[config.mk]
export PLATFORM = sky130hd
export DESIGN_NAME = dvr_chain_skid
export DESIGN_NICKNAME = d
export VERILOG_FILES = /design/src/rtl/dvr_chain_skid.sv
export SDC_FILE = /design/constraint.sdc
export NUM_CORES = 1
export LEC_CHECK = 0
export CORE_ASPECT_RATIO = 0.6
export CORE_MARGIN = 10
export CORE_UTILIZATION = 55
export CTS_CLUSTER_DIAMETER = 30
export DETAILED_ROUTE_END_ITERATION = 10
export PLACE_DENSITY = 0.83
export REMOVE_ABC_BUFFERS = 1
export SLEW_MARGIN = 10
export SYNTH_ARGS = -nofsm -noshare
export SYNTH_HDL_FRONTEND = slang
export SYNTH_SLANG_ARGS = --single-unit
[constraint.sdc]
create_clock -name clk -period 2.9 [get_ports clk]
set_input_delay 0.29 -clock clk [delete_from_list [all_inputs] [get_ports clk]]
set_output_delay 0.29 -clock clk [all_outputs]
set_load 0.02 [all_outputs]
[src/rtl/dvr_chain_skid.sv]
// Elastic chain of data-valid registers with an optional head skid slot that
// registers ins_ready, plus a live count of the tokens held in the block.
module dvr_chain_skid #(
   parameter int unsigned DATA_TYPE   = 32,
   parameter int unsigned NUM_SLOTS   = 4,
   parameter int unsigned BREAK_READY = 1,
   parameter int unsigned OCC_WIDTH   = $clog2(NUM_SLOTS + 2)
) (
   input  logic                 clk,
   input  logic                 rst,
   input  logic [DATA_TYPE-1:0] ins,
   input  logic                 ins_valid,
   output logic                 ins_ready,
   output logic [DATA_TYPE-1:0] outs,
   output logic                 outs_valid,
   input  logic                 outs_ready,
   output logic [OCC_WIDTH-1:0] occupancy
);

   logic [NUM_SLOTS-1:0] slot_v_q;
   logic [DATA_TYPE-1:0] slot_d_q  [NUM_SLOTS];
   logic [NUM_SLOTS-1:0] slot_rdy;
   logic [NUM_SLOTS-1:0] slot_in_v;
   logic [DATA_TYPE-1:0] slot_in_d [NUM_SLOTS];

   logic                 head_valid;
   logic [DATA_TYPE-1:0] head_data;
   logic                 skid_full;

   logic [OCC_WIDTH-1:0] occ_q;
   logic                 in_xfer;
   logic                 out_xfer;

   // A slot is ready if it or any slot downstream of it is empty, or the sink
   // is ready; accumulated from the output end so no vector bit feeds another.
   always_comb begin
      logic acc;
      acc      = outs_ready;
      slot_rdy = '0;
      for (int i = int'(NUM_SLOTS) - 1; i >= 0; i--) begin
         acc         = acc | ~slot_v_q[i];
         slot_rdy[i] = acc;
      end
   end

   always_comb begin
      slot_in_v[0] = head_valid;
      slot_in_d[0] = head_data;
      for (int i = 1; i < int'(NUM_SLOTS); i++) begin
         slot_in_v[i] = slot_v_q[i-1];
         slot_in_d[i] = slot_d_q[i-1];
      end
   end

   generate
      if (BREAK_READY != 0) begin : g_skid
         logic                 skid_full_q;
         logic [DATA_TYPE-1:0] skid_data_q;

         // Park the incoming token only when the chain head refuses it.
         always_ff @(posedge clk) begin
            if (rst) begin
               skid_full_q <= 1'b0;
               skid_data_q <= '0;
            end else if (!skid_full_q && ins_valid && !slot_rdy[0]) begin
               skid_full_q <= 1'b1;
               skid_data_q <= ins;
            end else if (skid_full_q && slot_rdy[0]) begin
               skid_full_q <= 1'b0;
            end
         end

         assign skid_full  = skid_full_q;
         assign head_valid = skid_full_q | ins_valid;
         assign head_data  = skid_full_q ? skid_data_q : ins;
         assign ins_ready  = ~skid_full_q;
      end else begin : g_no_skid
         assign skid_full  = 1'b0;
         assign head_valid = ins_valid;
         assign head_data  = ins;
         assign ins_ready  = slot_rdy[0];
      end
   endgenerate

   always_ff @(posedge clk) begin
      if (rst) begin
         slot_v_q <= '0;
         for (int i = 0; i < int'(NUM_SLOTS); i++) begin
            slot_d_q[i] <= '0;
         end
      end else begin
         for (int i = 0; i < int'(NUM_SLOTS); i++) begin
            if (slot_rdy[i]) begin
               slot_v_q[i] <= slot_in_v[i];
               if (slot_in_v[i]) begin
                  slot_d_q[i] <= slot_in_d[i];
               end
            end
         end
      end
   end

   assign in_xfer  = ins_valid & ins_ready;
   assign out_xfer = outs_valid & outs_ready;

   always_ff @(posedge clk) begin
      if (rst) begin
         occ_q <= '0;
      end else if (in_xfer && !out_xfer) begin
         occ_q <= occ_q + OCC_WIDTH'(1);
      end else if (!in_xfer && out_xfer) begin
         occ_q <= occ_q - OCC_WIDTH'(1);
      end
   end

   assign occupancy  = occ_q;
   assign outs       = slot_d_q[NUM_SLOTS-1];
   assign outs_valid = slot_v_q[NUM_SLOTS-1];

   logic [OCC_WIDTH-1:0] held_cnt;

   always_comb begin
      held_cnt = OCC_WIDTH'(skid_full);
      for (int i = 0; i < int'(NUM_SLOTS); i++) begin
         held_cnt = held_cnt + OCC_WIDTH'(slot_v_q[i]);
      end
   end

   // The running count must always agree with what is physically held.
   a_occ_matches_held: assert property (@(posedge clk) disable iff (rst)
      occ_q == held_cnt);

   a_occ_bounded: assert property (@(posedge clk) disable iff (rst)
      int'(occ_q) <= int'(NUM_SLOTS + BREAK_READY));

   a_outs_stable: assert property (@(posedge clk) disable iff (rst)
      (outs_valid && !outs_ready) |=> (outs_valid && $stable(outs)));

endmodule

# After elaboration in Yosys (flattened, before gate mapping)
# Memories as Yosys holds them, arrays and structs flattened.
# Index checks and enable logic that the tools add are counted.
# classes
add_sub_neg	2
muxes	27
n_bitwise	16
reduce_logical	11
# ops
cell	n
$mux W32	5
$mux W1	20
$or A1 B1 Y1	9
$mux W3	2
$logic_and A1 B1 Y1	5
$not A1 Y1	5
$logic_not A1 Y1	4
$reduce_bool A2 Y1	2
$add A3 B1 Y3 const B	1
$sub A3 B1 Y3 const B	1
$and A1 B1 Y1	2
# word_totals
ff_bits	40
ram_bits	128
inputBits	36
out_inout_bits	37
wordCells	64
mem_count	1
# memory_table
name	depth	word_bits	read_ports	rd_clocked_by_memory_dff	write_ports	line	rtl
slot_d_q	4	32	4	0	4	21	logic [DATA_TYPE-1:0] slot_d_q [NUM_SLOTS];

# Depth between registers and ports, before layout
# Gate-level depths: netlist (run 1).
# logic_depth
word_depth	9
ltp_mapped	8
mapped_depth_nobuf	7

# Worst setup path before layout (run 1)
# Ideal clock, no wire load.
# synth_timing
path_type	register to register
start	register slot_v_q[3]
end	memory slot_d_q[1][0] (enable)
setup_time_ps	428
t_arrival_ps	2267
required_time_ps	2472
setup_slack_ps	205
path_stages_with_launch	4
path_buffers	1
synth_period_minus_slack_ps	2695
cell_sequence	dfxtp_1 -> and4b_1 -> buf_6 -> o21bai_1
# synth_rtl
element	line	rtl
from (decl)	20	logic [NUM_SLOTS-1:0] slot_v_q;
from (signal, indexed assignment)	94	slot_v_q[i] <= slot_in_v[i];
to (decl)	21	

# Final worst setup path (run 1)
# layout_timing
start	register g_skid.skid_full_q
end	output port ins_ready
# layout_via
elab_chain_len	1
# layout_lines
element	line	rtl
from (decl)	57	logic skid_full_q;
from (signal assigned)	63	skid_full_q <= 1'b0;
from (signal assigned)	66	skid_full_q <= 1'b1;
from (signal assigned)	69	skid_full_q <= 1'b0;
$not A1 Y1	76	assign ins_ready = ~skid_full_q;
to (decl)	13	output logic ins_ready,
# Every way passes these cells.

==> metrics.txt, run 1 <==
status completed; Skew-Pair Late Insertion Delay between 0.4 and 0.5 ns; DRC viols 0; total CTS buffers 17; Synth Flop Type edfxtp_1; setup TNS 0 ns; share of flip-flops with an asynchronous set or reset 0%; Die X between 150 and 200 um; grt ovf 0; post-synthesis cell count roughly 490; leak pwr about 3 nW; Final ANT Viol Nets 0; placed inst area 7730 um^2; dominant cell type by area after synthesis edfxtp_1; nets roughly 600; Core Area 12100 um^2; post-CTS setup buffers 0; first-iteration detailed-routing DRC count 195; Cells after DPL slightly above 700; Slew HR 46.7%; clock buffer depth 2; CP top delay family buffers and inverters; Post-synth EDFFs approximately 130; first-pass GRT wire length 19800 um; Distinct cells, synth 29; Worst Path Required between 2 and 3 ns; initial antenna violation count 0; Post-Syn Area per Cell between 10 and 15 um^2; CTS tree done; achievable frequency ~440 MHz; Non-Filler Instances 740; Clock Sink Count approximately 170; commonest non-fill, non-tap cells in the layout edfxtp_1, and2_1, clkdlybuf4s50_1; Via Count between 3000 and 4000; Fillers roughly 830; Hold WC Path Type in -> reg; Setup Skew approximately 0.0051 ns; die area 17500 um^2; part of the cycle the worst path needs between 70 and 80%; Yosys top cell area share a little under three fifths; IO Port Bufs slightly above 70; Pwr Density roughly 640 nW/um^2; # Max-Cap Violations 0; Seq/Total Area, Yosys 67.6%; multi-input combinational cell area just over 2000 um^2; H-Tree Depth 4; Area contributors post-synth edfxtp_1, dfxtp_1, mux2i_1, and2_1, nand2b_1; I/O pin count 73; worst-path fanout max 31; #FFs+latches synth about 170; number of global-route vias before repair between 3000 and 4000; fraction of layout cells with a size suffix above 1 between 10% and 20%; CTS Root Cell clkbuf_16; Setup-failing EPs final 0; Post-Layout Inst Area roughly 8300 um^2; buffers and inverters on the worst path 3; Synth Warn # 0; Worst-path clk slew approximately 0.060 ns; crit path launch type register; Diodes inserted 0; Vert. Die Dim about 110 um; most common cell after layout, fill and taps aside edfxtp_1; Area Overhead vs Synth 21.1%; Slowest-stage cell, CP clkdlybuf4s50_1; Cell Rows 31; GRT Util Overall between 10 and 15%; largest net degree at the start of global routing 65; number of gates resized after cts 0; Slew Limit Fails 0; initial core utilization 56.6%; Critical Path Max Stage Delay 0.56 ns; Placer Congestion 0.730; final hold viol count 0; crit path DAT 1.98 ns; routed len/inst 16.5 um; hpwl dp between 7000 and 8000 um; routed wire length between 10000 and 15000 um; Peak VDD IR around 0.47 mV; Worst-Margin Slew ~0.80 ns; CP Cell Sequence buf_4, inv_1, clkdlybuf4s50_1; Worst Setup End Kind output port; crit path time final between 2 and 2.5 ns; Crit Path Category reg -> out; Post-Syn Area 6870 um^2; Register Area 4650 um^2; Hold-fix buffers, CTS 0; via/cell ratio approximately 5.1; RSZ-0062 raised after global routing false; DR pass1 iterations 4
[path summary, 6_finish.rpt]
| kind | from | endpoint | slack (ns) | cells past startpoint |
|---|---|---|---|---|
| setup / recovery | g_skid.skid_full_q | ins_ready | 0.63 | 3 |
| hold / removal | rst | occupancy[0] | 0.25 | 2 |
| setup reg to reg | slot_v_q[2] | slot_d_q[0][28] | 0.97 | 3 |
| hold reg to reg | g_skid.skid_data_q[0] | g_skid.skid_data_q[0] | 0.48 | 2 |
[final cells by class]
type | instances | area share [%]
Tap cell | 165 | 2.48
Clock inverter | 12 | 1.83
Sequential cell | 168 | 55.8
Clock buffer | 19 | 5.32
Inverter | 5 | 0.226
Multi-Input combinational cell | 291 | 25.0
Timing Repair Buffer | 80 | 9.32
[routing by layer]
layer  part of all wire [%]  track usage [%]  up-vias
met5                      0                0        -
met4                    1.3             6.61        0
met3                    5.1             3.25       14
met2                     52             26.2       82
met1                     41             16.5     1826
li1                       -                -     1818
[state kept, by name, summed over array words and instances (netlist names)]
signal              count
slot_v_q                4
g_skid.skid_data_q     32
slot_d_q              128
g_skid.skid_full_q      1
occupancy               3
[synthesized netlist by cell type, types with 2 or more instances]
cell type,n
edfxtp_1,128
and2_1,96
mux2i_1,65
nand2b_1,64
dfxtp_1,40
nor2_1,31
clkbuf_1,15
nor2_2,10
buf_6,8
buf_2,6
inv_1,5
a21oi_1,3
nor3_1,3
o21bai_1,3
nand2_1,2
xor2_1,2
[logic make-up (layout without fill, tap and decap cells)]
| family | after synthesis | after routing | synth area share, % |
|---|---|---|---|
| mux | 65 | 65 | 9.47 |
| xor+xnor | 2 | 2 | 0.255 |
| flops | 168 | 168 | 67.6 |
| buf+inv | 35 | 116 | 2.89 |
| fa+ha+maj | 2 | 2 | 0.473 |
| simple gates | 214 | 214 | 18.5 |
| compound gates | 8 | 8 | 0.874 |
[through the flow]
step	hold WS (ns)	total power, W	util, %	worst slack, ns
3_5_place_dp	0.471	0.00311	63.6	0.505
6_report	0.255	0.00531	68.5	0.634
2_1_floorplan	0.359	0.00294	-	0.234
3_3_place_gp	0.458	0.00309	63.6	0.586
4_1_cts	0.240	0.00535	68.5	0.621
5_1_grt	0.268	0.00548	68.5	0.558
[power by group]
group | internal [W] | switching, W | total (W)
clock | 0.00137 | 0.000886 | 0.00226
combinational | 0.000147 | 0.000170 | 0.000317
sequential | 0.00271 | 0.0000318 | 0.00274
total | 0.00423 | 0.00109 | 0.00531
No activity file was read; power rests on OpenSTA's default activity.
==> inputs of run 2 (changes only) <==
Settings changed: CORE_UTILIZATION 55 to 51, PLACE_DENSITY 0.83 to 0.81.
Clock period 2.9 ns to 1.9 ns, I/O delays scaled along.
==> metrics.txt, run 2 (synthesis gave the netlist of run 1 again) <==
placed inst area about 7900 um^2; Largest register FFs 128; die area between 15000 and 20000 um^2; CP top delay family adder cells; initial antenna violation count 0; Worst Path Required around 2.3 ns; part of the cycle the worst path needs ~93%; Core Area ~13000 um^2; hpwl dp just under 8000 um; crit path launch g_skid.skid_full_q; Hold-fix buffers, CTS 0; Cell Rows 32; RR Endpoint occupancy[2]; final hold viol count 0; Via Count approximately 3800; largest register by flop count slot_d_q; Slew Limit Fails 0; Peak VDD IR slightly above 0.7 mV; worst-path fanout max 3; I/O pin count 73; CTS Root Cell clkbuf_16; # Max-Cap Violations 0; crit path launch type register; largest net degree at the start of global routing between 50 and 60; R2R Setup Slk about 0.12 ns; Final Worst Setup Slack between 0.1 and 0.15 ns; Worst Hold Path EP occupancy[0]; multi-input combinational cell area ~2100 um^2; IO Port Bufs 72; routed wire length 12300 um; Worst Setup End Kind register; number of global-route vias before repair between 4000 and 5000; CTS tree done; Hold Crit Depth 2; Skew-Pair Late Insertion Delay 0.42 ns; setup TNS 0 ns; Die X around 170 um; initial core utilization about 53%; CP Cell Sequence nor2b_1, ha_1, inv_1, fa_1, xor2_1, or3_1, a21oi_1; Pwr Density around 980 nW/um^2; RSZ-0062 raised after global routing false; Register Area 4650 um^2; total CTS buffers 17; clock buffer depth 2; crit path DAT 2.13 ns; Hold WC Path Type in -> reg; commonest non-fill, non-tap cells in the layout edfxtp_1, and2_1, clkdlybuf4s50_1; GRT Util Overall between 10% and 20%; buffers and inverters on the worst path 1; Setup Skew roughly 0.019 ns; fraction of layout cells with a size suffix above 1 12.3%; routed len/inst roughly 16 um; Fillers 877; FF-to-FF path depth 7; DR pass1 iterations 4; beginning of the worst hold path rst; Area Overhead vs Synth 24.8%; Vert. Die Dim approximately 110 um; grt ovf 0; Crit Path Category reg -> reg; Slew HR 58.3%; leak pwr between 3 and 4 nW; DRC viols 0; H-Tree Depth 4; Slowest-stage cell, CP fa_1; Critical Path Max Stage Delay 0.37 ns; most common cell after layout, fill and taps aside edfxtp_1; worst slack, placed -0.310 ns; Setup-failing EPs final 0; Final ANT Viol Nets 0; top flop regs slot_d_q: 128 flops, g_skid.skid_data_q: 32 flops, slot_v_q: 4 flops; Clock Sink Count 168; crit path time final ~1.8 ns; reg2reg start g_skid.skid_full_q; first-pass GRT wire length about 20000 um; Worst-path clk slew about 0.070 ns; Placer Congestion between 0.7 and 0.8; Post-Layout Inst Area 8580 um^2; first-iteration detailed-routing DRC count approximately 190; status completed; via/cell ratio 4.97; Layout Utilization 65.9%; achievable frequency 563 MHz; nets 612; Worst-Margin Slew just over 0.6 ns
[run 2: cell types whose count changed in the layout (fill, tap and decap cells not counted), sizes merged, moves of 2 or more]
| cell | change |
|---|---|
| clkinv | -3 |
| inv | +4 |
| clkbuf | -2 |
| buf | +10 |
| bufinv | +2 |
[run 2: metal layers]
metal | vias up | GRT usage, % | wire length [um]
met4 | 0 | 5.36 | 87
li1 | 1857 | - | -
met3 | 6 | 3.94 | 823
met1 | 1813 | 15.5 | 5020
met5 | - | 0 | 0
met2 | 92 | 23.4 | 6340
[run 2: how the worst max path moves through the flow]
stage          slack (ns)  cells after the start              end
5_1_grt            0.0002                      7     occupancy[2]
2_1_floorplan       -0.77                      2   slot_d_q[1][0]
3_3_place_gp        -0.21                      4  slot_d_q[1][20]
3_5_place_dp        -0.31                      4  slot_d_q[1][30]
4_1_cts              0.02                      3        ins_ready
6_report             0.12                      7     occupancy[2]
[run 2: report_power, final]
group	internal [W]	switching (W)
registers	0.00413	0.0000490
logic	0.000252	0.000268
clock network	0.00234	0.00140
[run 2: worst register-to-register path, cell delays in order, from the launching register on]
cell and delay [ns]:
dfxtp_2 0.34, nor2b_1 0.16, ha_1 0.19, inv_1 0.06, fa_1 0.37, xor2_1 0.16, or3_1 0.30, a21oi_1 0.13
[run 2: cell type report]
cell class / count / share of cell area (%)
Clock buffer: 17 / 4.96
Clock inverter: 15 / 2.58
Multi-Input combinational cell: 292 / 24.4
Antenna cell: 1 / 0.0292
Sequential cell: 168 / 54.2
Tap cell: 170 / 2.48
Timing Repair Buffer: 90 / 11.1
Inverter: 5 / 0.219
[run 2: timing repair]
item,4_1_cts,5_1_grt
resized for setup,3,3
setup buffers,0,0
pin swaps,0,1
hold endpoints to repair,0,0
setup endpoints to repair,1,33
cloned,0,1
[run 2: per-stage QoR]
stage | hold WS, ns | std cells | power, W
6_report | 0.190 | 758 | 0.00844
5_1_grt | 0.211 | 757 | 0.00871
4_1_cts | 0.153 | 756 | 0.00850
3_5_place_dp | 0.463 | 724 | 0.00478
3_3_place_gp | 0.458 | 724 | 0.00475
2_1_floorplan | 0.259 | 464 | 0.00449
